File: config.mk
export PLATFORM = sky130hd
export DESIGN_NAME = intc
export DESIGN_NICKNAME = d
export VERILOG_FILES = /design/src/rtl/intc_pkg.sv /design/src/rtl/intc_edge.sv /design/src/rtl/intc.sv
export SDC_FILE = /design/constraint.sdc
export NUM_CORES = 1
export LEC_CHECK = 0
export CAP_MARGIN = 10
export CORE_MARGIN = 4
export CORE_UTILIZATION = 43
export DETAILED_ROUTE_END_ITERATION = 10
export PLACE_DENSITY = 0.84
export SLEW_MARGIN = 20
export SYNTH_ARGS = -nofsm -noshare
export SYNTH_HDL_FRONTEND = slang
export SYNTH_SLANG_ARGS = --single-unit
export TNS_END_PERCENT = 30
File: constraint.sdc
create_clock -name clk -period 1.28 [get_ports clk]
set_input_delay 0.32 -clock clk [delete_from_list [all_inputs] [get_ports clk]]
set_output_delay 0.32 -clock clk [all_outputs]
set_load 0.02 [all_outputs]
File: src/rtl/intc_pkg.sv
// Shared constants for the intc interrupt controller: register map and CAUSE layout.
package intc_pkg;

   localparam logic [1:0] INTC_PEND  = 2'd0;
   localparam logic [1:0] INTC_MASK  = 2'd1;
   localparam logic [1:0] INTC_CAUSE = 2'd2;
   localparam logic [1:0] INTC_SWI   = 2'd3;

   localparam int CAUSE_VALID_BIT = 15;
   localparam int CAUSE_IDX_W     = 4;

endpackage

File: src/rtl/intc_edge.sv
// Per-source rising-edge detector with an optional 2-flop synchronizer in front.
// Macro INTC_SYNC_EN inserts the synchronizer (adds 2 cycles of latency).
module intc_edge (
   input  logic i_clk,
   input  logic i_rst,
   input  logic i_src,
   output logic o_rise
);

   logic w_sample;
   logic r_src_q;

`ifdef INTC_SYNC_EN
   logic r_sync1;
   logic r_sync2;

   always_ff @(posedge i_clk) begin
      if (i_rst) begin
         r_sync1 <= 1'b0;
         r_sync2 <= 1'b0;
      end else begin
         r_sync1 <= i_src;
         r_sync2 <= r_sync1;
      end
   end

   assign w_sample = r_sync2;
`else
   assign w_sample = i_src;
`endif

   // src_q resets to 0 so a line held high through reset yields one edge afterwards.
   always_ff @(posedge i_clk) begin
      if (i_rst) r_src_q <= 1'b0;
      else       r_src_q <= w_sample;
   end

   assign o_rise = w_sample & ~r_src_q;

endmodule

File: src/rtl/intc.sv
// Interrupt controller top: PEND/MASK registers, fixed-priority CAUSE encoder, bus decode.
// Optional macro INTC_SYNC_EN adds source synchronizers inside intc_edge.
module intc
   import intc_pkg::*;
#(
   parameter int NSRC = 8
) (
   input  logic            clk,
   input  logic            rst,
   input  logic [NSRC-1:0] src,
   input  logic [1:0]      addr,
   input  logic [15:0]     wdata,
   input  logic            wr,
   input  logic            rd,
   output logic [15:0]     rdata,
   output logic            irq
);

   logic [NSRC-1:0] r_pend;
   logic [NSRC-1:0] r_mask;
   logic [15:0]     r_rdata;

   logic [NSRC-1:0]        w_rise;
   logic [NSRC-1:0]        w_active;
   logic                   w_valid;
   logic [CAUSE_IDX_W-1:0] w_idx;
   logic [15:0]            w_cause;
   logic [15:0]            w_rd_mux;
   logic [NSRC-1:0]        w_wr_data;
   logic [NSRC-1:0]        w_set;
   logic [NSRC-1:0]        w_clr;
   logic                   w_unused;

   for (genvar g = 0; g < NSRC; g++) begin : g_edge
      intc_edge u_edge (
         .i_clk  (clk),
         .i_rst  (rst),
         .i_src  (src[g]),
         .o_rise (w_rise[g])
      );
   end

   assign w_wr_data = wdata[NSRC-1:0];
   assign w_unused  = &{1'b0, wdata[15:NSRC]};
   assign w_active  = r_pend & r_mask;
   assign w_valid   = |w_active;

   // Scan from the top down so the lowest set bit is the one left in w_idx.
   always_comb begin
      w_idx = '0;
      for (int i = NSRC - 1; i >= 0; i--) begin
         if (w_active[i]) w_idx = CAUSE_IDX_W'(i);
      end
   end

   always_comb begin
      w_cause                    = '0;
      w_cause[CAUSE_VALID_BIT]   = w_valid;
      w_cause[CAUSE_IDX_W-1:0]   = w_idx;
   end

   always_comb begin
      w_rd_mux = '0;
      unique case (addr)
         INTC_PEND:  w_rd_mux = {{(16-NSRC){1'b0}}, r_pend};
         INTC_MASK:  w_rd_mux = {{(16-NSRC){1'b0}}, r_mask};
         INTC_CAUSE: w_rd_mux = w_cause;
         INTC_SWI:   w_rd_mux = '0;
         default:    w_rd_mux = '0;
      endcase
   end

   // Sets are applied after clears so a coincident set always survives.
   always_comb begin
      w_set = w_rise;
      w_clr = '0;
      if (wr && addr == INTC_SWI)  w_set = w_set | w_wr_data;
      if (wr && addr == INTC_PEND) w_clr = w_wr_data;
      if (rd && addr == INTC_CAUSE && w_valid)
         w_clr = w_clr | (NSRC'(1) << w_idx);
   end

   always_ff @(posedge clk) begin
      if (rst) begin
         r_pend  <= '0;
         r_mask  <= '0;
         r_rdata <= '0;
      end else begin
         r_pend <= (r_pend & ~w_clr) | w_set;
         if (wr && addr == INTC_MASK) r_mask  <= w_wr_data;
         if (rd)                      r_rdata <= w_rd_mux;
      end
   end

   assign rdata = r_rdata;
   assign irq   = w_valid;

endmodule

=== After elaboration in Yosys (flattened, before gate mapping) ===
Index checks and enable logic that the tools add are counted.

* Flip-flop bits (word level): 40
* Word-level logic and storage cells: 56
* Bits in read-only memories: 0
* Output and inout bits: 17
* Bits in writable memories: 0
* Memories: 0
* Latch bits: 0
* Bits of input ports: 30

* Multiplexer cells: 12
* Order comparisons: 0
* Multiply operators: 0
* Eq/ne operators: 3
* Div/mod/pow operators: 0
* Reductions and logical operators: 7
* Add/subtract/negate cells: 0
* Shift-type cells: 1
* Bitwise operators: 22

{| class="wikitable"
|+ Operator list
! operator !! number
|-
| one-hot mux 16 bit (4 select lines) || 1
|-
| two-way mux 4 bit || 6
|-
| two-way mux 8 bit || 3
|-
| bitwise OR 8 bit || 3
|-
| AND 8 bit || 2
|-
| AND 1 bit || 8
|-
| NOT 1 bit || 8
|-
| NOT 8 bit || 1
|-
| OR reduction 8 bit || 1
|-
| left shift 1 x 4 -> 8 bit, first input constant || 1
|-
| two-way mux 3 bit || 2
|-
| logical AND 1 bit || 5
|-
| == test 2 bit, second input constant || 2
|-
| == test 2 x 1 -> 1 bit, second input constant || 1
|-
| zero test 2 bit || 1
|}

=== Logic depth before layout (Yosys ltp) ===
Gate-level depths: netlist of run 1.

* Depth after elaboration: 15
* Mapped depth: 5

=== Cells and area by module ===
From an unflattened synthesis of run 1, not the netlist that was laid out.

* Cell total of the unflattened synthesis: 178
* Area total of the unflattened synthesis: 1754.2 µm²

{| class="wikitable"
|+ Modules (own cells, without submodules)
! module !! times used !! area each (µm²) !! cells an instance
|-
| intc || 1 || 1373.8 || 154
|-
| intc_edge || 8 || 47.5 || 3
|}

=== Worst setup path before layout of run 1 ===
No wires, ideal clock.

* Path type: register -> register
* Start point: register r_pend[2]
* End point: register r_rdata[15], in the netlist rdata[15]
* Required time: 1152 ps
* Stages on the path, launching flop included: 5
* Slack: -44 ps
* Period minus slack after synthesis: 1324 ps
* Path buffers: 0
* Arrival time: 1196 ps
* Setup time: 128 ps
* Cells stage by stage: dfxtp_1 -> a22oi_1 -> nand4_1 -> a21oi_1 -> nor2_1

* Cells in the longest elaborated chain, start to end: 3

{| class="wikitable"
|+ Ends and longest elaborated chain
! what !! line !! text
|-
| start, declared || intc.sv:19 || <nowiki>logic [NSRC-1:0] r_pend;</nowiki>
|-
| start signal, assigned || intc.sv:89 || <nowiki>r_pend <= (r_pend & ~w_clr) | w_set;</nowiki>
|-
| AND 8 bit || intc.sv:45 || <nowiki>assign w_active = r_pend & r_mask;</nowiki>
|-
| OR reduction 8 bit || intc.sv:46 || <nowiki>assign w_valid = |w_active;</nowiki>
|-
| named net irq || intc.sv:16 || <nowiki>output logic irq</nowiki>
|-
| one-hot mux 16 bit (4 select lines) || intc.sv:64 || <nowiki>unique case (addr)</nowiki>
|-
| end signal, assigned || intc.sv:91 || <nowiki>if (rd) r_rdata <= w_rd_mux;</nowiki>
|-
| end, declared || intc.sv:21 || <nowiki>logic [15:0] r_rdata;</nowiki>
|}

The timed path passes the listed nets, and every way through them passes these cells. The select of a mux whose other input is x is not followed.
A chain may end at the register's enable or synchronous reset.

=== Final worst setup path of run 1 ===
* Start point: register r_mask[4]
* End point: output port irq

* Cells in the longest elaborated chain, start to end: 2

{| class="wikitable"
|+ Ends and longest elaborated chain
! what !! line !! text
|-
| start, declared || intc.sv:20 || <nowiki>logic [NSRC-1:0] r_mask;</nowiki>
|-
| start signal, assigned || intc.sv:90 || <nowiki>if (wr && addr == INTC_MASK) r_mask <= w_wr_data;</nowiki>
|-
| AND 8 bit || intc.sv:45 ||
|-
| OR reduction 8 bit || intc.sv:46 ||
|-
| end, declared || intc.sv:16 ||
|}

No other way between the ends.

==> results of run 1 <==
-- sequential cells by signal, indices dropped and copies added, names as in the netlist --
name and count:
g_edge.u_edge.r_src_q 8, r_mask 8, r_pend 8, rdata 9
-- layout by cell type (no fill, tap or decap), types with 2 or more instances in the layout --
master           instances
dfxtp_2                  8
a222oi_1                 2
nor2_1                  24
nor4_2                   2
a21oi_2                  2
conb_1                   7
nor3_1                   2
dfxtp_1                 25
a21oi_1                 11
nand4_1                  2
buf_12                   4
inv_1                    8
dlygate4sd2_1            2
mux2_2                   5
clkbuf_2                 3
clkdlybuf4s50_1         17
clkdlybuf4s15_1          6
clkbuf_8                 7
a211oi_2                 5
nor2b_1                 15
a22o_1                   2
a22oi_2                  5
a211oi_1                 2
a22o_4                   5
o21ai_0                  3
mux2i_1                 11
nand3b_1                 2
buf_6                    6
buf_4                   29
and2_1                   2
nand2_1                 12
-- power breakdown --
part | total [mW] | switching (mW) | leakage (nW) | internal [mW]
Sequential | 1.12 | 0.0333 | 0.275 | 1.08
Clock | 0.868 | 0.382 | 0.0542 | 0.485
Combinational | 0.534 | 0.259 | 0.790 | 0.276
-- cells by family after synthesis --
kind of cell | share of synthesized area, %
and+or+nand+nor | 21.31
AOI/OAI and AO/OA | 21.38
DFF | 39.61
buffers and inverters | 7.501
muxes | 9.978
other | 0.2248
-- routing by layer --
layer,global-route usage [%],vias to the layer above
met5,0,-
met4,13.62,0
met3,5.468,16
met2,34.72,70
met1,24.89,770
li1,-,784
-- through the flow --
stage	setup TNS [ps]	util, %	power (mW)	cell area [um^2]	hold WS [ps]
global placement	-11410	61.58	1.606	2288	470.8
detailed placement	-12110	61.58	1.618	2288	487.1
CTS	-644.4	67.44	2.504	2506	495.8
finish	-947.0	67.91	2.519	2524	498.9
global route	-1661	67.91	2.617	2524	535.1
floorplan	0	-	1.380	1700	391.6
-- worst paths after layout --
path	from	endpoint	slack, ps	cells past startpoint
worst max-delay path	r_mask[4]$_SDFFE_PP0P_	irq	-300	3
worst min-delay path	rdata[2]$_SDFFE_PP0P_	rdata[2]$_SDFFE_PP0P_	500	2
worst max register to register	r_mask[0]$_SDFFE_PP0P_	r_pend[3]$_SDFF_PP0_	-130	5
worst min register to register	rdata[2]$_SDFFE_PP0P_	rdata[2]$_SDFFE_PP0P_	500	2
-- critical path, stage by stage (launching register included) --
cell     delay (ps)
dfxtp_2         330
a22oi_2         230
nand4_1         220
buf_6           190
-- layout make-up --
type | count | area, um^2 | share of cell area [%]
clock buffer | 7 | 96.34 | 3.818
clock inverter | 1 | 5.005 | 0.1983
inverter | 8 | 30.03 | 1.190
multi-input combinational | 137 | 1017 | 40.31
sequential | 33 | 670.6 | 26.57
tap | 48 | 60.06 | 2.380
timing repair buffer | 69 | 644.4 | 25.53
-- timing repair --
action,4_1_cts,5_1_grt
buffers inserted,6,1
pin swaps,12,13
gates resized for setup,53,19
gates cloned,0,0
endpoints found under the setup margin,34,21
hold buffers,0,0
==> impl_metrics.ini, run 1 <==
[run_status]
status = finished with violations
violations = negative setup slack

[clock_tree]
htreeDepth = 2
insertion_delay_ps = 290
clkTransAtPathRegs_ps = 60
clock_path_buffers = 2
cts_sinks = 33
cts_buffers = 5
cts_tree = yes
cts_root_buf = clkbuf_8

[logic_synthesis]
avgSynthCellArea_um2 = 8.967
syn_inst = 186
yosysSeqAreaShare_pct = 39.61
ys.flop_type = dfxtp_1
netlist-cell-type-count = 35
yosys.area.top_type_share_pct = 39.61
syn_area_um2 = 1668
synthArstFlopShare_pct = 0
ys_warn_count = 0
synth_edf_count = 0
yosysMostFrequentCell = dfxtp_1
synth_area_leaders = dfxtp_1 (40%), mux2i_1 (6.6%), nor2b_1 (5.6%)
synth_top_area_cell = dfxtp_1
synth_seq_cells = 33
post_synth_most_frequent_cells = dfxtp_1 (33), nor2_1 (24), nor2b_1 (15)

[detailed_routing]
routed_wl_um = 5062
drcViolationCount = 0
drt-met1-wl_um = 1863
vias = 1640
firstDrtPassIters = 4
vias_per_cell = 5.413
wire_per_inst_um = 16.71
dr_wl_met3_um = 362
dr_wl_met2_um = 2692
topRoutingLayerUsed = met4
drtIter0Drc = 157
ant_nets = 0

[critical_path]
worst-path-max-fanout = 2
worstPathRequired_ps = 960
arrival_ps = 1260
crit_path_end_kind = primary output
path_class = reg2out
startpoint_type = flop

[min_path]
hold_class = reg2reg

[sta]
clock.fmax_mhz = 632.3
min_period_ps = 1582
final_hold_viol_count = 0
rsz0062_at_grt = yes
slew_viol_final = 0
setup_violations = 9
finalWorstSetupSlack_ps = -301.6
fin_crit_sh_pct = 123.6
clock_skew_ps = 4.025

[global_route]
grt_first_pass_wirelength_um = 8162
grt_max_degree = 17
grt_pass1_vias = 1685
grt_remaining_overflow = 0
grt_usage_pct = 21.44
antenna_found_initial = 0

[pwr]
p_leak_nw = 1.119
p_per_area_nw_per_um2 = 998.2
ir_drop_uv = 625.4

[final_layout]
diodes = 0
fin_cells = 303
drive_above_1_share_pct = 36.08
syn_to_final_growth_pct = 51.31
nets = 284
nFillCells = 303

[placement]
port_buffers = 31
dp.cells = 292
gp_congestion = 0.8970
pre_cts_slack_ps = -640.8
dp_hpwl_um = 3269

[floorplanning]
dieHeight_um = 70.28
die_w_um = 70.28
die_area_um2 = 4939
io_pins = 47
rows = 22
coreArea_um2 = 3716
initial_core_util_pct = 44.88

[job]
cap_violations = 0
No activity file was read; power rests on OpenSTA's default activity.
==> inputs of run 2 (changes only) <==
--- a/config.mk
+++ b/config.mk
@@ -10,4 +10,5 @@
 export CORE_UTILIZATION = 43
 export DETAILED_ROUTE_END_ITERATION = 10
+export GPL_TIMING_DRIVEN = 0
 export PLACE_DENSITY = 0.84
 export SLEW_MARGIN = 20
==> constraint.sdc (replaced) <==
create_clock -name clk -period 1.28 [get_ports clk]
set_input_delay 0.256 -clock clk [delete_from_list [all_inputs] [get_ports clk]]
set_output_delay 0.256 -clock clk [all_outputs]
set_load 0.02 [all_outputs]
==> impl_metrics.ini, run 2 (synthesis results as in run 1) <==
[global_route]
grt_first_pass_wirelength_um = 7389
grt_pass1_vias = 1557
grtUsageMet2_pct = 30.67
grt_usage_pct = 18.82
use_met3_pct = 5.468
grt_max_degree = 11
grt_remaining_overflow = 0
top_usage_layer = met2
antenna_found_initial = 0
met1_usage_pct = 23.15

[detailed_routing]
firstDrtPassIters = 4
vias = 1604
vias_per_cell = 5.437
routed_wl_um = 4724
wire_per_inst_um = 16.01
drtIter0Drc = 157
ant_nets = 0
drcViolationCount = 0

[critical_path]
worst-path-max-fanout = 4
worst_path_largest_cell_delay_ps = 350
r2r-start = r_mask[2]$_SDFFE_PP0P_
endpoint = irq
worstPathRequired_ps = 1020
r2r_end = rdata[15]$_SDFFE_PP0P_
arrival_ps = 1270
startpoint_type = flop
crit_start = r_mask[2]$_SDFFE_PP0P_
crit_path_end_kind = primary output
worst-r2r-cell-count = 6
rrSetupSlack_ps = -100
path_cells = a22oi_2, nand4_1, buf_4
path_class = reg2out
crit_path_top_delay_cell = dfxtp_2

[run_status]
violations = negative setup slack
status = finished with violations

[sta]
setup_violations = 8
slew_viol_final = 0
clock_skew_ps = 4.926
whs_ps = 428.8
final_hold_viol_count = 0
rsz0062_at_grt = yes
min_period_ps = 1530
fin_crit_sh_pct = 119.6
clock.fmax_mhz = 653.4
finalWorstSetupSlack_ps = -250.4

[clock_tree]
cts_sinks = 33
cts_root_buf = clkbuf_8
cts_buffers = 5
clkTransAtPathRegs_ps = 70
clock_path_buffers = 2
htreeDepth = 2
cts_tree = yes
insertion_delay_ps = 280

[placement]
gp_congestion = 0.9143
dp.cells = 271
dp_hpwl_um = 2984
pre_cts_slack_ps = -634.2
port_buffers = 31

[pwr]
p_per_area_nw_per_um2 = 989.9
ir_drop_uv = 552.7
p_leak_nw = 1.067

[floorplanning]
initial_core_util_pct = 44.88
coreArea_um2 = 3716
io_pins = 47
die_w_um = 70.28
rows = 22
dieHeight_um = 70.28
die_area_um2 = 4939

[final_layout]
final_common_cell = buf_4
final_cell_mix = buf_4 (23), nor2_1 (22), dfxtp_1 (22)
largest_reg_flops = 9
diodes = 0
drive_above_1_share_pct = 32.79
syn_to_final_growth_pct = 44.49
nets = 277
fin_cells = 295

[min_path]
hold_class = in2reg

[job]
cap_violations = 0
## run 2: changes by cell type in the layout (fill, tap and decap cells not counted), sizes merged
cell / before / now
dlygate4sd2: 2 / 11
buf: 40 / 29
clkinv: 1 / 0
clkdlybuf4s15: 7 / 0
clkbuf: 10 / 12
## run 2: timing repair
item                                    in CTS  in global routing
buffers inserted                            15                  2
pin swaps                                   14                 12
endpoints found under the setup margin      35                 25
gates resized for setup                     40                 23
hold buffers                                 0                  0
## run 2: worst max-delay path: cells and delay by family (launching register included)
kind | cells | cell delay (ps)
AO/OA/AOI/OAI | 1 | 250
buffers and inverters | 1 | 200
AND/OR/NAND/NOR | 1 | 190
flip-flops | 1 | 350
## run 2: through the flow
stage                     power, mW  util [%]  area [um^2]  TNS, ps
after global routing          2.496     64.85         2410    -1324
after CTS                     2.346     62.76         2332   -208.0
after global placement        1.535     55.72         2071   -12940
after detailed placement      1.545     55.72         2071   -13490
after floorplan               1.380         -         1700        0
final                         2.385     64.85         2410   -537.5
## run 2: cell type report
cell class	instances	area (um^2)
Multi-Input combinational cell	137	1026
Tap cell	48	60.06
Clock buffer	7	86.33
Timing Repair Buffer	48	427.9
Fill cell	302	1306
Buffer	14	97.59
Sequential cell	33	681.9
Inverter	8	30.03
## run 2: where the power goes
group          switching, mW  internal [mW]  leakage, nW
registers             0.0489           1.08        0.276
clock network          0.360          0.426       0.0443
logic                  0.231          0.238        0.746
## run 2: metal layers
layer | vias up | wire length (um)
met5 | - | 0
met4 | 0 | 75
met1 | 758 | 1973
met2 | 69 | 2371
li1 | 767 | -
met3 | 10 | 304
## run 2: worst min path at each step
stage                                                to  cells past startpoint                  start  slack [ps]
floorplan           g_edge[5].u_edge.r_src_q$_SDFF_PP0_                      1                    rst         330
global placement                  rdata[2]$_SDFFE_PP0P_                      2  rdata[2]$_SDFFE_PP0P_         470
detailed placement                rdata[1]$_SDFFE_PP0P_                      2  rdata[1]$_SDFFE_PP0P_         480
CTS                               rdata[1]$_SDFFE_PP0P_                      2  rdata[1]$_SDFFE_PP0P_         490
global route                      rdata[0]$_SDFFE_PP0P_                      4                addr[0]         460
finish                            rdata[0]$_SDFFE_PP0P_                      4                addr[0]         430
